$ cat src/rtl/draw_arbiter.sv
// Shares the vga_adapter write port among sprite draw engines.
// One owner at a time, go/done handshake, optional hang timeout.
module draw_arbiter #(
   parameter int NUM_CLIENTS = 4,
   parameter int X_W         = 8,
   parameter int Y_W         = 7,
   parameter int C_W         = 3,
   parameter int RR_MODE     = 1,
   parameter int TIMEOUT     = 0
) (
   input  logic                       clk,
   input  logic                       resetn,
   input  logic [NUM_CLIENTS-1:0]     req,
   input  logic [NUM_CLIENTS-1:0]     done,
   input  logic [NUM_CLIENTS-1:0]     plot_in,
   input  logic [NUM_CLIENTS*X_W-1:0] x_in,
   input  logic [NUM_CLIENTS*Y_W-1:0] y_in,
   input  logic [NUM_CLIENTS*C_W-1:0] colour_in,
   output logic [NUM_CLIENTS-1:0]     grant,
   output logic                       writeEn,
   output logic [X_W-1:0]             x_out,
   output logic [Y_W-1:0]             y_out,
   output logic [C_W-1:0]             colour_out,
   output logic [2:0]                 owner_id,
   output logic                       timeout_err
);

   typedef enum logic [1:0] {
      S_IDLE,
      S_GRANT,
      S_RELEASE
   } state_t;

   localparam logic [15:0] TO_LAST = 16'(TIMEOUT - 1);
   localparam logic        TO_EN   = (TIMEOUT != 0);

   state_t                 state_q, state_d;
   logic [NUM_CLIENTS-1:0] grant_q, grant_d;
   logic [2:0]             owner_q, owner_d;
   logic [2:0]             rr_ptr_q, rr_ptr_d;
   logic [15:0]            cnt_q, cnt_d;
   logic                   we_q, we_d;
   logic                   tmo_q, tmo_d;
   logic [X_W-1:0]         x_q, x_d;
   logic [Y_W-1:0]         y_q, y_d;
   logic [C_W-1:0]         col_q, col_d;

   logic                   own_plot, own_done;
   logic [X_W-1:0]         own_x;
   logic [Y_W-1:0]         own_y;
   logic [C_W-1:0]         own_col;
   logic [2:0]             lo, hi, win;
   logic                   hit;
   logic [NUM_CLIENTS-1:0] win_oh;

   // Mux the current owner's lane out of the packed client buses.
   always_comb begin
      own_plot = 1'b0;
      own_done = 1'b0;
      own_x    = '0;
      own_y    = '0;
      own_col  = '0;
      for (int j = 0; j < NUM_CLIENTS; j++) begin
         if (owner_q == 3'(j)) begin
            own_plot = plot_in[j];
            own_done = done[j];
            own_x    = x_in[j*X_W +: X_W];
            own_y    = y_in[j*Y_W +: Y_W];
            own_col  = colour_in[j*C_W +: C_W];
         end
      end
   end

   // lo: lowest requester; hi: lowest requester at or above rr_ptr.
   always_comb begin
      lo  = 3'd0;
      hi  = 3'd0;
      hit = 1'b0;
      for (int j = NUM_CLIENTS - 1; j >= 0; j--) begin
         if (req[j]) lo = 3'(j);
         if (req[j] && (3'(j) >= rr_ptr_q)) begin
            hi  = 3'(j);
            hit = 1'b1;
         end
      end
      win = ((RR_MODE != 0) && hit) ? hi : lo;
      for (int j = 0; j < NUM_CLIENTS; j++) begin
         win_oh[j] = (win == 3'(j));
      end
   end

   always_comb begin
      state_d  = state_q;
      grant_d  = grant_q;
      owner_d  = owner_q;
      rr_ptr_d = rr_ptr_q;
      cnt_d    = cnt_q;
      tmo_d    = 1'b0;
      we_d     = (state_q == S_GRANT) && own_plot;
      x_d      = we_d ? own_x   : x_q;
      y_d      = we_d ? own_y   : y_q;
      col_d    = we_d ? own_col : col_q;
      unique case (state_q)
         S_IDLE: begin
            if (|req) begin
               owner_d = win;
               grant_d = win_oh;
               cnt_d   = 16'd0;
               state_d = S_GRANT;
            end
         end
         S_GRANT: begin
            cnt_d = cnt_q + 16'd1;
            if (own_done) begin
               grant_d = '0;
               state_d = S_RELEASE;
            end else if (TO_EN && (cnt_q == TO_LAST)) begin
               grant_d = '0;
               tmo_d   = 1'b1;
               state_d = S_RELEASE;
            end
         end
         S_RELEASE: begin
            grant_d  = '0;
            cnt_d    = 16'd0;
            rr_ptr_d = (owner_q == 3'(NUM_CLIENTS - 1)) ? 3'd0
                                                         : owner_q + 3'd1;
            state_d  = S_IDLE;
         end
         default: begin
            grant_d = '0;
            state_d = S_IDLE;
         end
      endcase
   end

   always_ff @(posedge clk or negedge resetn) begin
      if (!resetn) begin
         state_q  <= S_IDLE;
         grant_q  <= '0;
         owner_q  <= 3'd0;
         rr_ptr_q <= 3'd0;
         cnt_q    <= 16'd0;
         we_q     <= 1'b0;
         tmo_q    <= 1'b0;
         x_q      <= '0;
         y_q      <= '0;
         col_q    <= '0;
      end else begin
         state_q  <= state_d;
         grant_q  <= grant_d;
         owner_q  <= owner_d;
         rr_ptr_q <= rr_ptr_d;
         cnt_q    <= cnt_d;
         we_q     <= we_d;
         tmo_q    <= tmo_d;
         x_q      <= x_d;
         y_q      <= y_d;
         col_q    <= col_d;
      end
   end

   assign grant       = grant_q;
   assign writeEn     = we_q;
   assign x_out       = x_q;
   assign y_out       = y_q;
   assign colour_out  = col_q;
   assign owner_id    = owner_q;
   assign timeout_err = tmo_q;

endmodule

$ cat config.mk
export PLATFORM = sky130hd
export DESIGN_NAME = draw_arbiter
export DESIGN_NICKNAME = d
export VERILOG_FILES = /design/src/rtl/draw_arbiter.sv
export SDC_FILE = /design/constraint.sdc
export NUM_CORES = 1
export LEC_CHECK = 0
export CAP_MARGIN = 20
export CORE_ASPECT_RATIO = 0.9
export CORE_MARGIN = 8
export CORE_UTILIZATION = 30
export DETAILED_ROUTE_END_ITERATION = 7
export PLACE_DENSITY = 0.67
export SLEW_MARGIN = 20
export SYNTH_ARGS = -nofsm -noshare
export SYNTH_HDL_FRONTEND = slang
export SYNTH_SLANG_ARGS = --single-unit
$ cat constraint.sdc
create_clock -name clk -period 4.8 [get_ports clk]
set_input_delay 0.96 -clock clk [delete_from_list [all_inputs] [get_ports clk]]
set_output_delay 0.96 -clock clk [all_outputs]
set_load 0.01 [all_outputs]
==> metrics.md <==
| Metric | Value |
|---|---|
| Status | `completed` |
| Hold Slack | `0.4947 ns` |
| Clk slew on worst S/H paths | `0.06 ns` |
| Num rows | `27` |
| Gpl congestion | `0.7065` |
| DR iter-0 viols | `30` |
| DRT Pass-1 Iters | `4` |
| Worst Setup End Kind | `flip-flop` |
| Power per cell area | `549.3 nW/um2` |
| Synthesized area | `1854 um2` |
| Yosys cell types | `37` |
| Area after DPL | `3014 um2` |
| Post-layout nets | `383` |
| Fin Clk Skew | `0.004772 ns` |
| Met2 Resource Use GR | `22.95%` |
| Total GRT Usage | `14.09%` |
| Area growth, synth to finish | `68.02%` |
| Overflow after GRT | `0` |
| N_diodes | `0` |
| First-pass GRT wire length | `10.12 mm` |
| Sink Count | `29` |
| Share of layout cells above drive strength 1 | `12.59%` |
| Synth Area in Adders | `2.699%` |
| Commonest cells post-synth | `dfrtp_1, nand2_1, mux2_2, nor2b_1, o31ai_1` |
| Setup Fix Bufs, Post-CTS | `0` |
| Post-synthesis xor/xnor area fraction | `0%` |
| Slowest cell delay on critical path | `0.78 ns` |
| Longest Clk Path Bufs | `2` |
| Max-slew headroom | `38.41%` |
| Met3 GRT Util | `6.471%` |
| Register area share after synthesis | `39.14%` |
| Hold buffers post-CTS | `0` |
| WP data required | `4.96 ns` |
| Most numerous cell in the Yosys netlist | `dfrtp_1` |
| Worst hold path type | `reg2reg` |
| Hold Path Stages | `1` |
| Global routing's busiest layer | `met2` |
| Synth async-reset ratio | `100.0%` |
| Drt drc | `0` |
| CP arrival | `2.80 ns` |
| Largest family of logic cells by synthesized area | `compound AO/OA/AOI/OAI gates` |
| Yosys reg bits | `29` |
| Hpwl dp | `4.911 mm` |
| Core ar. | `6047 um2` |
| Starting Density | `30.66%` |
| Critical-path cell list | `inv_1, ha_1, a221oi_2, o41ai_4, buf_4, mux2_2` |
| Mean Syn Cell Area | `10.02 um2` |
| Final setup TNS | `0 ns` |
| Ys flop type | `dfrtp_1` |
| Final std cells w/o fill | `366` |
| Cells after synthesis | `185` |
| Initial antenna violation count | `0` |
| Startpoint Class | `flip-flop` |
| Post-placement setup slack | `2.138 ns` |
| Path depth of the worst reg2reg path | `6` |
| Post-synthesis simple-gate area fraction | `15.11%` |
| Final worst slack | `2.161 ns` |
| Post-synth EDFFs | `0` |
| Final min period | `2.639 ns` |
| Max-cap violations | `0` |
| Via count of the routed design | `1,853` |
| Area leader, netlist | `dfrtp_1` |
| Fmax | `0.3789 GHz` |
| Critical path class | `reg2reg` |
| Unrepaired setup endpoints after global routing | `false` |
| Post-DRT Antenna Nets | `0` |
| Port bufs | `110` |
| Yosys warns | `0` |
| Share of the synthesized area in the top cell type | `39.14%` |
| Clock latency at the later pin of the worst-skew pair | `0.28 ns` |
| Final Max Slew Viols | `0` |
| CP max-delay cell | `ha_1` |
| Fraction of met1 tracks used by global routing | `16.46%` |
| Critical Path Fanout Max | `21` |
| Ports | `113` |
| Die Wd | `98.87 um` |
| P_leak | `0.001228 uW` |
| CTS tree | `done` |
| Compound-Gate Fraction of Synth Area | `25.24%` |
| Routed WL | `6.377 mm` |
| Fin. Hold Viols | `0` |
| Worst slew pin tran | `0.9238 ns` |
| Vias/cell | `5.063` |
| Max IR drop VDD | `0.0002074 V` |
| Vias in the first global route | `2,003` |
| Final setup fails | `0` |
| Largest net degree at the start of global routing | `41` |
| Reg-to-reg slack, setup | `2.16 ns` |
| Crit share post-route | `54.99%` |
| Drt wl/cell | `17.42 um` |
| DIE AREA | `8956 um2` |
| Fillers | `569` |
| CTS Buf Count | `5` |
| H-tree lvl count | `2` |
| Final Cell Area | `3115 um2` |
| Mux share of post-synthesis cell area | `12.69%` |
| Post-Place Cells | `358` |
| Root Driver | `clkbuf_8` |
| Die height | `90.59 um` |
| Main area contributors after synthesis | `dfrtp_1, mux2_2, a221oi_1, o31ai_1, nor2b_1` |
| Cts repair resizes | `0` |
[path summary, 6_finish.rpt]
path | startpoint | end
min in group asynchronous | resetn | state_q[0]
hold / removal | grant[1] | grant[1]
setup reg to reg | owner_id[1] | x_out[1]
hold reg to reg | grant[1] | grant[1]
setup / recovery | owner_id[1] | x_out[1]
max in group asynchronous | resetn | colour_out[1]
[critical path: cells and delay by family (launching register included)]
kind	cells	cell delay [ns]
AOI/OAI and AO/OA	2	0.50
adders and majority gates	1	0.78
buffers and inverters	2	0.44
DFF	1	0.42
muxes	1	0.37
[cell families (layout without fill, tap and decap cells)]
kind of cell,after synthesis,in the layout
AND/OR/NAND/NOR,54,54
buffers and inverters,20,128
flip-flops,29,29
adder cells (fa/ha/maj),4,4
other,1,2
multiplexers,21,21
AO/OA/AOI/OAI,56,56
[power by group]
part           total, uW  internal, uW  leakage, uW  switching [uW]
registers            434           361     0.000365            72.7
clock network        222           129    0.0000542            92.4
logic               1060           571     0.000808             485
total               1710          1060      0.00123             651
[per-layer routing]
layer	wire length, um	vias up
met3	634	5
met1	2712	865
met2	3004	76
met4	25	0
li1	-	907
met5	0	-
[layout make-up]
| cell class | instances | area [um2] | share of cell area [%] |
|---|---|---|---|
| timing repair buffer | 115 | 1139 | 36.55 |
| clock buffer | 7 | 96.34 | 3.092 |
| tap | 72 | 90.09 | 2.892 |
| inverter | 5 | 18.77 | 0.6024 |
| sequential | 29 | 725.7 | 23.29 |
| multi-input combinational | 137 | 1041 | 33.41 |
| clock inverter | 1 | 5.005 | 0.1606 |
[cells in the final DEF, fill, tap and decap left out, types with 2 or more instances in the layout]
cell type / synthesis / final
nand2b_1: 2 / 2
ha_1: 4 / 4
a21oi_1: 2 / 2
buf_4: 2 / 5
mux2_2: 20 / 20
inv_1: 5 / 5
clkbuf_8: 0 / 7
clkdlybuf4s50_1: 0 / 110
nor2b_1: 20 / 20
or3_1: 2 / 2
a221oi_1: 18 / 18
o2bb2ai_1: 4 / 4
dfrtp_1: 29 / 29
conb_1: 1 / 2
nand2_1: 22 / 22
o31ai_1: 19 / 19
o21ai_0: 4 / 4
[through the flow]
| stage | power (uW) | util [%] |
|---|---|---|
| final | 1711 | 51.52 |
| after floorplan | 1079 | - |
| after global placement | 1483 | 49.84 |
| after global routing | 1838 | 51.52 |
| after CTS | 1733 | 51.52 |
| after detailed placement | 1504 | 49.84 |
[registers in the layout, summed over array words and instances (netlist names)]
signal and cells:
y_out 7, owner_id 2, rr_ptr_q 2, writeEn 1, x_out 8, state_q 2
colour_out 3, grant 4
Power figures use the tool's default switching activity.
